--- src/rtl/lb_axil_pkg.sv ---
// Shared types and constants for the indirect AXI4-Lite access engine.
package lb_axil_pkg;

    typedef enum logic [2:0] {
        StIdle,
        StWaddr,
        StWresp,
        StRaddr,
        StRdata
    } state_e;

    localparam logic [1:0] RESP_OKAY   = 2'b00;
    localparam logic [1:0] RESP_SLVERR = 2'b10;
    localparam logic [1:0] RESP_DECERR = 2'b11;

    // Read data returned to a channel whose read timed out.
    localparam logic [31:0] TIMEOUT_RDATA = 32'hDEADBEEF;

endpackage

--- src/rtl/lb_rr_arbiter.sv ---
// Round-robin arbiter: grants the lowest pending index strictly after the last grant, wrapping.
module lb_rr_arbiter #(
    parameter int unsigned N = 6,
    localparam int unsigned IW = (N > 1) ? $clog2(N) : 1
) (
    input  logic [N-1:0]  pend,
    input  logic [IW-1:0] last,
    output logic [N-1:0]  gnt,
    output logic [IW-1:0] idx,
    output logic          valid
);

    // Scan N slots starting one past the last grant; first pending slot wins.
    always_comb begin
        gnt   = '0;
        idx   = '0;
        valid = 1'b0;
        for (int k = 1; k <= int'(N); k++) begin
            int j;
            j = int'(last) + k;
            if (j >= int'(N)) j = j - int'(N);
            if (!valid && pend[j]) begin
                valid  = 1'b1;
                gnt[j] = 1'b1;
                idx    = j[IW-1:0];
            end
        end
    end

endmodule

--- src/rtl/lb_axil_indirect.sv ---
// N-channel indirect AXI4-Lite master: snapshots per-channel requests, arbitrates them
// round-robin onto one AXI4-Lite port and returns read data, busy and sticky error per channel.
module lb_axil_indirect
    import lb_axil_pkg::*;
#(
    parameter int unsigned NCH     = 6,
    parameter int unsigned AWIDTH  = 32,
    parameter int unsigned DWIDTH  = 32,
    parameter int unsigned TIMEOUT = 255
) (
    input  logic                    lbclk,
    input  logic                    rst,
    input  logic [NCH*AWIDTH-1:0]   ch_addr,
    input  logic [NCH-1:0]          ch_w0r1,
    input  logic [NCH*DWIDTH-1:0]   ch_wdata,
    input  logic [NCH-1:0]          stb_ch_start,
    output logic [NCH*DWIDTH-1:0]   ch_rdata,
    output logic [NCH-1:0]          ch_rdatavalid,
    output logic [NCH-1:0]          ch_busy,
    output logic [NCH-1:0]          ch_err,
    output logic [AWIDTH-1:0]       m_awaddr,
    output logic                    m_awvalid,
    input  logic                    m_awready,
    output logic [DWIDTH-1:0]       m_wdata,
    output logic [DWIDTH/8-1:0]     m_wstrb,
    output logic                    m_wvalid,
    input  logic                    m_wready,
    input  logic [1:0]              m_bresp,
    input  logic                    m_bvalid,
    output logic                    m_bready,
    output logic [AWIDTH-1:0]       m_araddr,
    output logic                    m_arvalid,
    input  logic                    m_arready,
    input  logic [DWIDTH-1:0]       m_rdata,
    input  logic [1:0]              m_rresp,
    input  logic                    m_rvalid,
    output logic                    m_rready
);

    localparam int unsigned IW = (NCH > 1) ? $clog2(NCH) : 1;
    localparam int unsigned CW = $clog2(TIMEOUT + 1);

    // Per-channel snapshot and status
    logic [AWIDTH-1:0]      addr_q  [NCH];
    logic [DWIDTH-1:0]      wdata_q [NCH];
    logic [NCH-1:0]         w0r1_q;
    logic [NCH-1:0]         pend_q, busy_q, err_q, rdv_q;
    logic [NCH*DWIDTH-1:0]  rdata_q;

    // Engine state
    state_e                 state_q, state_d;
    logic [IW-1:0]          cur_q, last_q;
    logic [CW-1:0]          cnt_q, cnt_d;
    logic                   awvalid_q, awvalid_d, wvalid_q, wvalid_d, bready_q, bready_d;
    logic                   arvalid_q, arvalid_d, rready_q, rready_d;
    logic [AWIDTH-1:0]      awaddr_q, araddr_q;
    logic [DWIDTH-1:0]      mwdata_q;

    logic [NCH-1:0]         arb_gnt;
    logic [IW-1:0]          arb_idx;
    logic                   arb_valid;

    logic                   take, fin, fin_err, rd_fin;
    logic [DWIDTH-1:0]      rd_val;
    logic [NCH-1:0]         done_vec, cap_vec;

    lb_rr_arbiter #(
        .N (NCH)
    ) u_arb (
        .pend  (pend_q),
        .last  (last_q),
        .gnt   (arb_gnt),
        .idx   (arb_idx),
        .valid (arb_valid)
    );

    // Next-state and AXI handshake control; timeout overrides an unfinished transaction.
    always_comb begin
        state_d   = state_q;
        cnt_d     = cnt_q;
        awvalid_d = awvalid_q;
        wvalid_d  = wvalid_q;
        bready_d  = bready_q;
        arvalid_d = arvalid_q;
        rready_d  = rready_q;
        take      = 1'b0;
        fin       = 1'b0;
        fin_err   = 1'b0;
        rd_fin    = 1'b0;
        rd_val    = '0;
        if (state_q != StIdle) cnt_d = cnt_q + 1'b1;
        unique case (state_q)
            StIdle: begin
                if (arb_valid) begin
                    take  = 1'b1;
                    // Counter holds cycles elapsed since the grant.
                    cnt_d = CW'(1);
                    if (w0r1_q[arb_idx]) begin
                        state_d   = StRaddr;
                        arvalid_d = 1'b1;
                    end else begin
                        state_d   = StWaddr;
                        awvalid_d = 1'b1;
                        wvalid_d  = 1'b1;
                    end
                end
            end
            StWaddr: begin
                if (m_awready) awvalid_d = 1'b0;
                if (m_wready)  wvalid_d  = 1'b0;
                if ((!awvalid_q || m_awready) && (!wvalid_q || m_wready)) begin
                    state_d  = StWresp;
                    bready_d = 1'b1;
                end
            end
            StWresp: begin
                if (m_bvalid) begin
                    state_d  = StIdle;
                    bready_d = 1'b0;
                    fin      = 1'b1;
                    fin_err  = (m_bresp != RESP_OKAY);
                end
            end
            StRaddr: begin
                if (m_arready) begin
                    state_d   = StRdata;
                    arvalid_d = 1'b0;
                    rready_d  = 1'b1;
                end
            end
            StRdata: begin
                if (m_rvalid) begin
                    state_d  = StIdle;
                    rready_d = 1'b0;
                    fin      = 1'b1;
                    fin_err  = (m_rresp != RESP_OKAY);
                    rd_fin   = 1'b1;
                    rd_val   = m_rdata;
                end
            end
            default: state_d = StIdle;
        endcase
        if (state_q != StIdle && !fin && cnt_q == CW'(TIMEOUT - 1)) begin
            state_d   = StIdle;
            awvalid_d = 1'b0;
            wvalid_d  = 1'b0;
            bready_d  = 1'b0;
            arvalid_d = 1'b0;
            rready_d  = 1'b0;
            fin       = 1'b1;
            fin_err   = 1'b1;
            if (state_q == StRaddr || state_q == StRdata) begin
                rd_fin = 1'b1;
                rd_val = DWIDTH'(TIMEOUT_RDATA);
            end
        end
    end

    // Completion and capture decode per channel; a completing channel may re-capture.
    always_comb begin
        done_vec = '0;
        if (fin) done_vec[cur_q] = 1'b1;
        cap_vec = stb_ch_start & (~busy_q | done_vec);
    end

    // Engine state, AXI output registers and the granted request's address/data.
    always_ff @(posedge lbclk or posedge rst) begin
        if (rst) begin
            state_q   <= StIdle;
            cnt_q     <= '0;
            cur_q     <= '0;
            last_q    <= IW'(NCH - 1);
            awvalid_q <= 1'b0;
            wvalid_q  <= 1'b0;
            bready_q  <= 1'b0;
            arvalid_q <= 1'b0;
            rready_q  <= 1'b0;
            awaddr_q  <= '0;
            araddr_q  <= '0;
            mwdata_q  <= '0;
        end else begin
            state_q   <= state_d;
            cnt_q     <= cnt_d;
            awvalid_q <= awvalid_d;
            wvalid_q  <= wvalid_d;
            bready_q  <= bready_d;
            arvalid_q <= arvalid_d;
            rready_q  <= rready_d;
            if (take) begin
                cur_q    <= arb_idx;
                last_q   <= arb_idx;
                awaddr_q <= addr_q[arb_idx];
                araddr_q <= addr_q[arb_idx];
                mwdata_q <= wdata_q[arb_idx];
            end
        end
    end

    // Per-channel snapshot, pending/busy/error bookkeeping and read-data return.
    always_ff @(posedge lbclk or posedge rst) begin
        if (rst) begin
            addr_q  <= '{default: '0};
            wdata_q <= '{default: '0};
            w0r1_q  <= '0;
            pend_q  <= '0;
            busy_q  <= '0;
            err_q   <= '0;
            rdv_q   <= '0;
            rdata_q <= '0;
        end else begin
            for (int i = 0; i < int'(NCH); i++) begin
                if (cap_vec[i]) begin
                    addr_q[i]  <= ch_addr[i*AWIDTH +: AWIDTH];
                    wdata_q[i] <= ch_wdata[i*DWIDTH +: DWIDTH];
                    w0r1_q[i]  <= ch_w0r1[i];
                    pend_q[i]  <= 1'b1;
                    busy_q[i]  <= 1'b1;
                    err_q[i]   <= 1'b0;
                end else begin
                    if (stb_ch_start[i]) err_q[i] <= 1'b1;
                    if (done_vec[i]) begin
                        busy_q[i] <= 1'b0;
                        if (fin_err) err_q[i] <= 1'b1;
                    end
                    if (take && arb_gnt[i]) pend_q[i] <= 1'b0;
                end
                rdv_q[i] <= rd_fin && done_vec[i];
                if (rd_fin && done_vec[i]) rdata_q[i*DWIDTH +: DWIDTH] <= rd_val;
            end
        end
    end

    assign ch_rdata      = rdata_q;
    assign ch_rdatavalid = rdv_q;
    assign ch_busy       = busy_q;
    assign ch_err        = err_q;
    assign m_awaddr      = awaddr_q;
    assign m_awvalid     = awvalid_q;
    assign m_wdata       = mwdata_q;
    assign m_wstrb       = '1;
    assign m_wvalid      = wvalid_q;
    assign m_bready      = bready_q;
    assign m_araddr      = araddr_q;
    assign m_arvalid     = arvalid_q;
    assign m_rready      = rready_q;

endmodule
--- config.mk ---
export PLATFORM = sky130hd
export DESIGN_NAME = lb_axil_indirect
export DESIGN_NICKNAME = d
export VERILOG_FILES = /design/src/rtl/lb_axil_pkg.sv /design/src/rtl/lb_rr_arbiter.sv /design/src/rtl/lb_axil_indirect.sv
export SDC_FILE = /design/constraint.sdc
export NUM_CORES = 2
export LEC_CHECK = 0
export CORE_AREA = 2 2 296 298
export CTS_CLUSTER_SIZE = 12
export DETAILED_ROUTE_END_ITERATION = 7
export DIE_AREA = 0 0 298 300
export GPL_TIMING_DRIVEN = 0
export HOLD_SLACK_MARGIN = 0.03
export PLACE_DENSITY_LB_ADDON = 0.05
export SLEW_MARGIN = 20
export SYNTH_ARGS = -nofsm -noshare
export SYNTH_HDL_FRONTEND = slang
export SYNTH_SLANG_ARGS = --single-unit
--- constraint.sdc ---
create_clock -name lbclk -period 73.9 [get_ports lbclk]
set_input_delay 14.78 -clock lbclk [delete_from_list [all_inputs] [get_ports lbclk]]
set_output_delay 14.78 -clock lbclk [all_outputs]
set_load 0.005 [all_outputs]
======== After elaboration in Yosys (flattened, before gate mapping) ========
Cells that the tools add are included.
cells by class
  add/subtract/negate cells ............... 13
  order comparisons ....................... 22
  equality and inequality tests ........... 14
  mux-type cells .......................... 162
  bitwise gates (word level) .............. 9
  reductions and logical operators ........ 64
operator list
  kind                     number
  $mux W32                 14
  $bmux W32 S3             2
  $ge A32 B1 Y1 const B    6
  $ge A32 B4 Y1 const B    6
  $lt A32 B5 Y1 const B    6
  $sub A32 B4 Y32 const B  6
  $mux W1                  101
  $mux W6                  7
  $mux W3                  12
  $or A6 B6 Y6             6
  $reduce_bool A2 Y1       14
  $logic_and A1 B1 Y1      27
  $ne A3 B3 Y1 const B     9
  $mux W8                  3
  $bmux W1 S3              7
  $demux W1 S3             7
  $pmux W3 S5              1
  $reduce_bool A3 Y1       5
  $pmux W1 S2              7
  $add A3 B3 Y4 const B    3
  $reduce_and A4 Y1        3
  $add A3 B2 Y4 const B    2
  $add A8 B1 Y8 const B    1
  $eq A8 B8 Y1 const B     1
  16 further kinds         28
storage, ports and cells
  register bits after elaboration ......... 692
  input port bits ......................... 439
  output and inout port bits .............. 315
  logic and storage cells ................. 333

======== Depth between registers and ports, before layout ========
  depth after elaboration ................. 28
  depth in mapped cells ................... 21
  depth with buffers taken out ............ 16

======== Cells and area by module ========
Synthesis repeated with hierarchy kept, for this count alone.
unflattened totals
  cell total of the unflattened synthesis .. 2220
  area total of the unflattened synthesis .. 30773.3 sq um
modules (own cells, without submodules)
  module            instances  cells each  area each (sq um)  sequential area each (sq um)
  lb_axil_indirect  1          2008        29265.6            17294.1
  lb_rr_arbiter     1          212         1507.7             0.0

======== Worst setup path after synthesis ========
OpenSTA, ideal clock, no wires.
  kind .................................... input to register
  start point ............................. in m_bvalid
  end point ............................... reg wdata_q[72] (netlist name)
  library setup time ...................... 125 ps
  data arrival time ....................... 16757 ps
  required time ........................... 73775 ps
  path slack .............................. 57018 ps
  stages on the path ...................... 10
  path buffers ............................ 3
  path through ............................ nand3b_1 a21oi_1 o21ai_0 or3_1 nand2_1 and2_1 clkbuf_1 clkbuf_1 buf_2 mux2_2
between the ends
  cells in the longest elaborated chain, start to end .. 9
RTL lines
  what                              RTL line                 RTL
  start: declaration                lb_axil_indirect.sv:29   input logic m_bvalid,
  $mux W1 (*)                       lb_axil_indirect.sv:117  if (m_bvalid) begin
  $pmux W1 S2 (*)                   lb_axil_indirect.sv:92   unique case (state_q)
  $logic_not A1 Y1                  lb_axil_indirect.sv:143  if (state_q != StIdle && !fin && cnt_q == CW'(TIMEOUT - 1)) begin
  $logic_and A1 B1 Y1 (2 in a row)  lb_axil_indirect.sv:143
  $mux W1 (*)                       lb_axil_indirect.sv:143
  $mux W6 (*)                       lb_axil_indirect.sv:162  if (fin) done_vec[cur_q] = 1'b1;
  $or A6 B6 Y6 (*)                  lb_axil_indirect.sv:163  cap_vec = stb_ch_start & (~busy_q | done_vec);
  $and A6 B6 Y6 (*)                 lb_axil_indirect.sv:163
  end signal: indexed assignment    lb_axil_indirect.sv:214  wdata_q[i] <= ch_wdata[i*DWIDTH +: DWIDTH];
  end: declaration                  lb_axil_indirect.sv:45   logic [DWIDTH-1:0] wdata_q [NCH];
Every way passes the cells marked *; elsewhere a longest branch is shown, timed or not.
A chain may end at the register's enable or synchronous reset.

======== Final worst setup path ========
  start point ............................. in m_rvalid
  end point ............................... reg wdata_q[2] (netlist name)
between the ends
  cells in the longest elaborated chain, start to end .. 9
RTL lines
  what                              RTL line                 RTL
  start: declaration                lb_axil_indirect.sv:36   input logic m_rvalid,
  $mux W1 (*)                       lb_axil_indirect.sv:132  if (m_rvalid) begin
  $pmux W1 S2 (*)                   lb_axil_indirect.sv:92
  $logic_not A1 Y1                  lb_axil_indirect.sv:143
  $logic_and A1 B1 Y1 (2 in a row)  lb_axil_indirect.sv:143
  $mux W1 (*)                       lb_axil_indirect.sv:143
  $mux W6 (*)                       lb_axil_indirect.sv:162
  $or A6 B6 Y6 (*)                  lb_axil_indirect.sv:163
  $and A6 B6 Y6 (*)                 lb_axil_indirect.sv:163
Marked as above.

==> metrics.txt <==
status completed; Mapped Area 30000 um2; hpwl dp roughly 89000 um; Cell Chain, Critical Path clkdlybuf4s50_1, nand3_1, a21oi_1, o21ai_0, nand3b_1, nand2_1, and2_1, clkbuf_1, clkbuf_1, clkbuf_1, mux2_2; cts hold-fix bufs 0; worst-skew pair later-pin latency 0.63 ns; GP Congestion 0.881; Worst Setup Start Kind input port; clock-pin slew on the worst setup and hold paths 0.06 ns; overflow left after global routing 0; Iteration-0 DRC Markers between 1000 and 1500; Setup crit start m_rvalid; DR WL/cell approximately 25 um; post-CTS sizing 0; Starting Density 0.348; Die X a little under 300 um; number of remaining DRC errors 0; Post-Syn Area per Cell 12.2 um2; Vias approximately 23000; Core Region approximately 86000 um2; clock root buffer clkbuf_16; post-route ant nets 0; Worst VDD drop ~0.03 mV; Max Fclk between 0.05 and 0.06 GHz; multi-input logic area 11600 um2; distinct cell type count of the synthesized netlist 83; Comb power frac 0.542; Worst Hold Class reg2reg; row cnt 108; I/O pins roughly 750; Setup-failing EPs final 0; clock network power share 0.183; max-slew violation count 0; final clock skew about 0.030 ns; Die Y 300 um; Slew HR 0.290; Critical path buffers and inverters 4; Critical Path Fanout Max 10; area leader, netlist dfrtp_1; Crit path required time 74.40 ns; Synth Instances 2462; RSZ-0062 raised after global routing no; CTS tree built; Fillers roughly 7900; fin crit period 18.36 ns; Reg-to-Reg Start last_q[0]; WS Path Type in2reg; CP peak stage delay ~0.85 ns; crit path max-delay cell type clkbuf_1; Int Power 1280 uW; CP endpoint kind flop; Synth top area share 0.574; Worst EP arrival approximately 19 ns; sequential cell area ~17000 um2; leakage 0.0178 uW; Switching Share 0.410; Max Buffers Root-to-Sink 3; final net count 3766; Seq cells post-synth 691; top cells by area, synth dfrtp_1 57%, mux2_2 16%, nand2_1 5.0%, o21ai_0 3.7%, mux4_2 2.6%; first-pass GRT wire length around 170000 um; largest net degree at the start of global routing 109; Worst-Margin Slew roughly 1.1 ns; number of post-CTS setup repair buffers 0; Total GRT Usage 0.251; worst hold slack roughly 0.48 ns; Final Hold Fails 0; max_cap viols 0; H-tree levels 3; ys async rst share 1.00; Finished Cell Area around 42000 um2; First-pass DRT Iterations 8; area grow syn2layout 39.5%; Hold Startpoint ch_rdata[127]; delay-heaviest family, CP buffers and inverters; PD cells 51.7 nW/um2; share of cells above drive strength 1 0.213; sequential share of the synthesized area 0.576; NetSw between 800 and 900 uW; Post-Route WL 114000 um; setup_tns 0 ns; antenna violations before repair 41; Reg power frac 0.275; vias per cell between 5 and 6; placed cell area 39200 um2; commonest non-fill, non-tap cell in the layout clkdlybuf4s50_1; number of flops mapped to enable cells by yosys 0; leading cell types in the layout, fill and taps excluded 749 x clkdlybuf4s50_1, 689 x dfrtp_1, 423 x mux2_2; most used cell, CP clkbuf_1; cts bufs inserted 79; crit share post-route 0.248; # port buffers ~750; die area about 89000 um2; Top FF cell, synth dfrtp_1; vias in the first global route 24200; Synth warnings 0; CTS sink count 691
[worst min-delay path, stage by stage, from the launching register on]
cell and delay (ns):
dfrtp_1 0.34, nand2_1 0.05, o21ai_0 0.06
[area by class of cell]
| type | count | share of cell area |
|---|---|---|
| multi-input cells | 1549 | 0.278 |
| flip-flops and latches | 691 | 0.413 |
| well taps | 1155 | 0.0345 |
| clock buffers | 107 | 0.0541 |
| inverters | 29 | 0.00278 |
| repair buffers | 757 | 0.184 |
| diodes | 23 | 0.00137 |
| clock inverters | 28 | 0.00813 |
| plain buffers | 198 | 0.0239 |
[state kept, by name (all words and copies together), names as in the netlist, 8 cells and up]
signal,cells
addr_q,192
ch_rdata,192
wdata_q,192
m_araddr,32
m_wdata,32
cnt_q,8
[per-stage QoR]
step	total power (uW)	worst slack, ns	utilization	std cells
global route	2310	55.28	0.486	4534
floorplan	1360	39.75	-	2467
CTS	2190	55.39	0.485	4514
global placement	1770	31.72	0.452	4371
detailed placement	1780	54.74	0.455	4379
finish	2160	55.54	0.486	4537
[kinds of logic after synthesis]
kind of cell | share of synthesized area
xor+xnor | 0.00292
mux | 0.201
buf+inv | 0.0369
flops | 0.576
compound gates | 0.0938
other cells | 0.000125
simple gates | 0.0800
fa+ha+maj | 0.00917
[power groups by stage]
stage | Clock [uW] | Combinational, uW | Sequential [uW]
floorplan | 0 | 780 | 577
global placement | 0 | 1170 | 597
detailed placement | 0 | 1180 | 601
CTS | 406 | 1190 | 595
global route | 423 | 1280 | 613
finish | 396 | 1170 | 595
[final timing paths]
path / cells after the start / slack (ns) / to
worst max-delay path: 11 / 55.54 / wdata_q[2]
worst min-delay path: 2 / 0.48 / ch_rdata[127]
worst max register to register: 18 / 67.49 / m_arvalid
worst min register to register: 2 / 0.48 / ch_rdata[127]
max in group asynchronous: 5 / 57.69 / addr_q[41]
min in group asynchronous: 2 / 14.56 / wdata_q[35]
[synth_stat cells (8+ instances only)]
| cell | n |
|---|---|
| nor2_1 | 64 |
| buf_2 | 40 |
| nand3_1 | 18 |
| buf_1 | 20 |
| and2_1 | 13 |
| o21ai_1 | 35 |
| dfrtp_1 | 689 |
| o211ai_1 | 34 |
| nand2b_1 | 16 |
| a21oi_1 | 25 |
| and3_1 | 8 |
| nand2_1 | 403 |
| nor3_1 | 13 |
| inv_1 | 24 |
| a22oi_1 | 34 |
| o21ai_0 | 219 |
| mux2_2 | 423 |
| clkbuf_1 | 90 |
| mux4_2 | 34 |
| a222oi_1 | 31 |
| ha_1 | 22 |
| buf_4 | 42 |
| mux2i_1 | 48 |
[metal layers]
layer | track usage | vias to the layer above | wire [um]
li1 | - | 10400 | -
met2 | 0.436 | 680 | 57800
met3 | 0.0647 | 164 | 7340
met5 | 0 | - | 211
met4 | 0.0755 | 34 | 3050
met1 | 0.305 | 11700 | 45500
(Power assumes the default switching activity.)
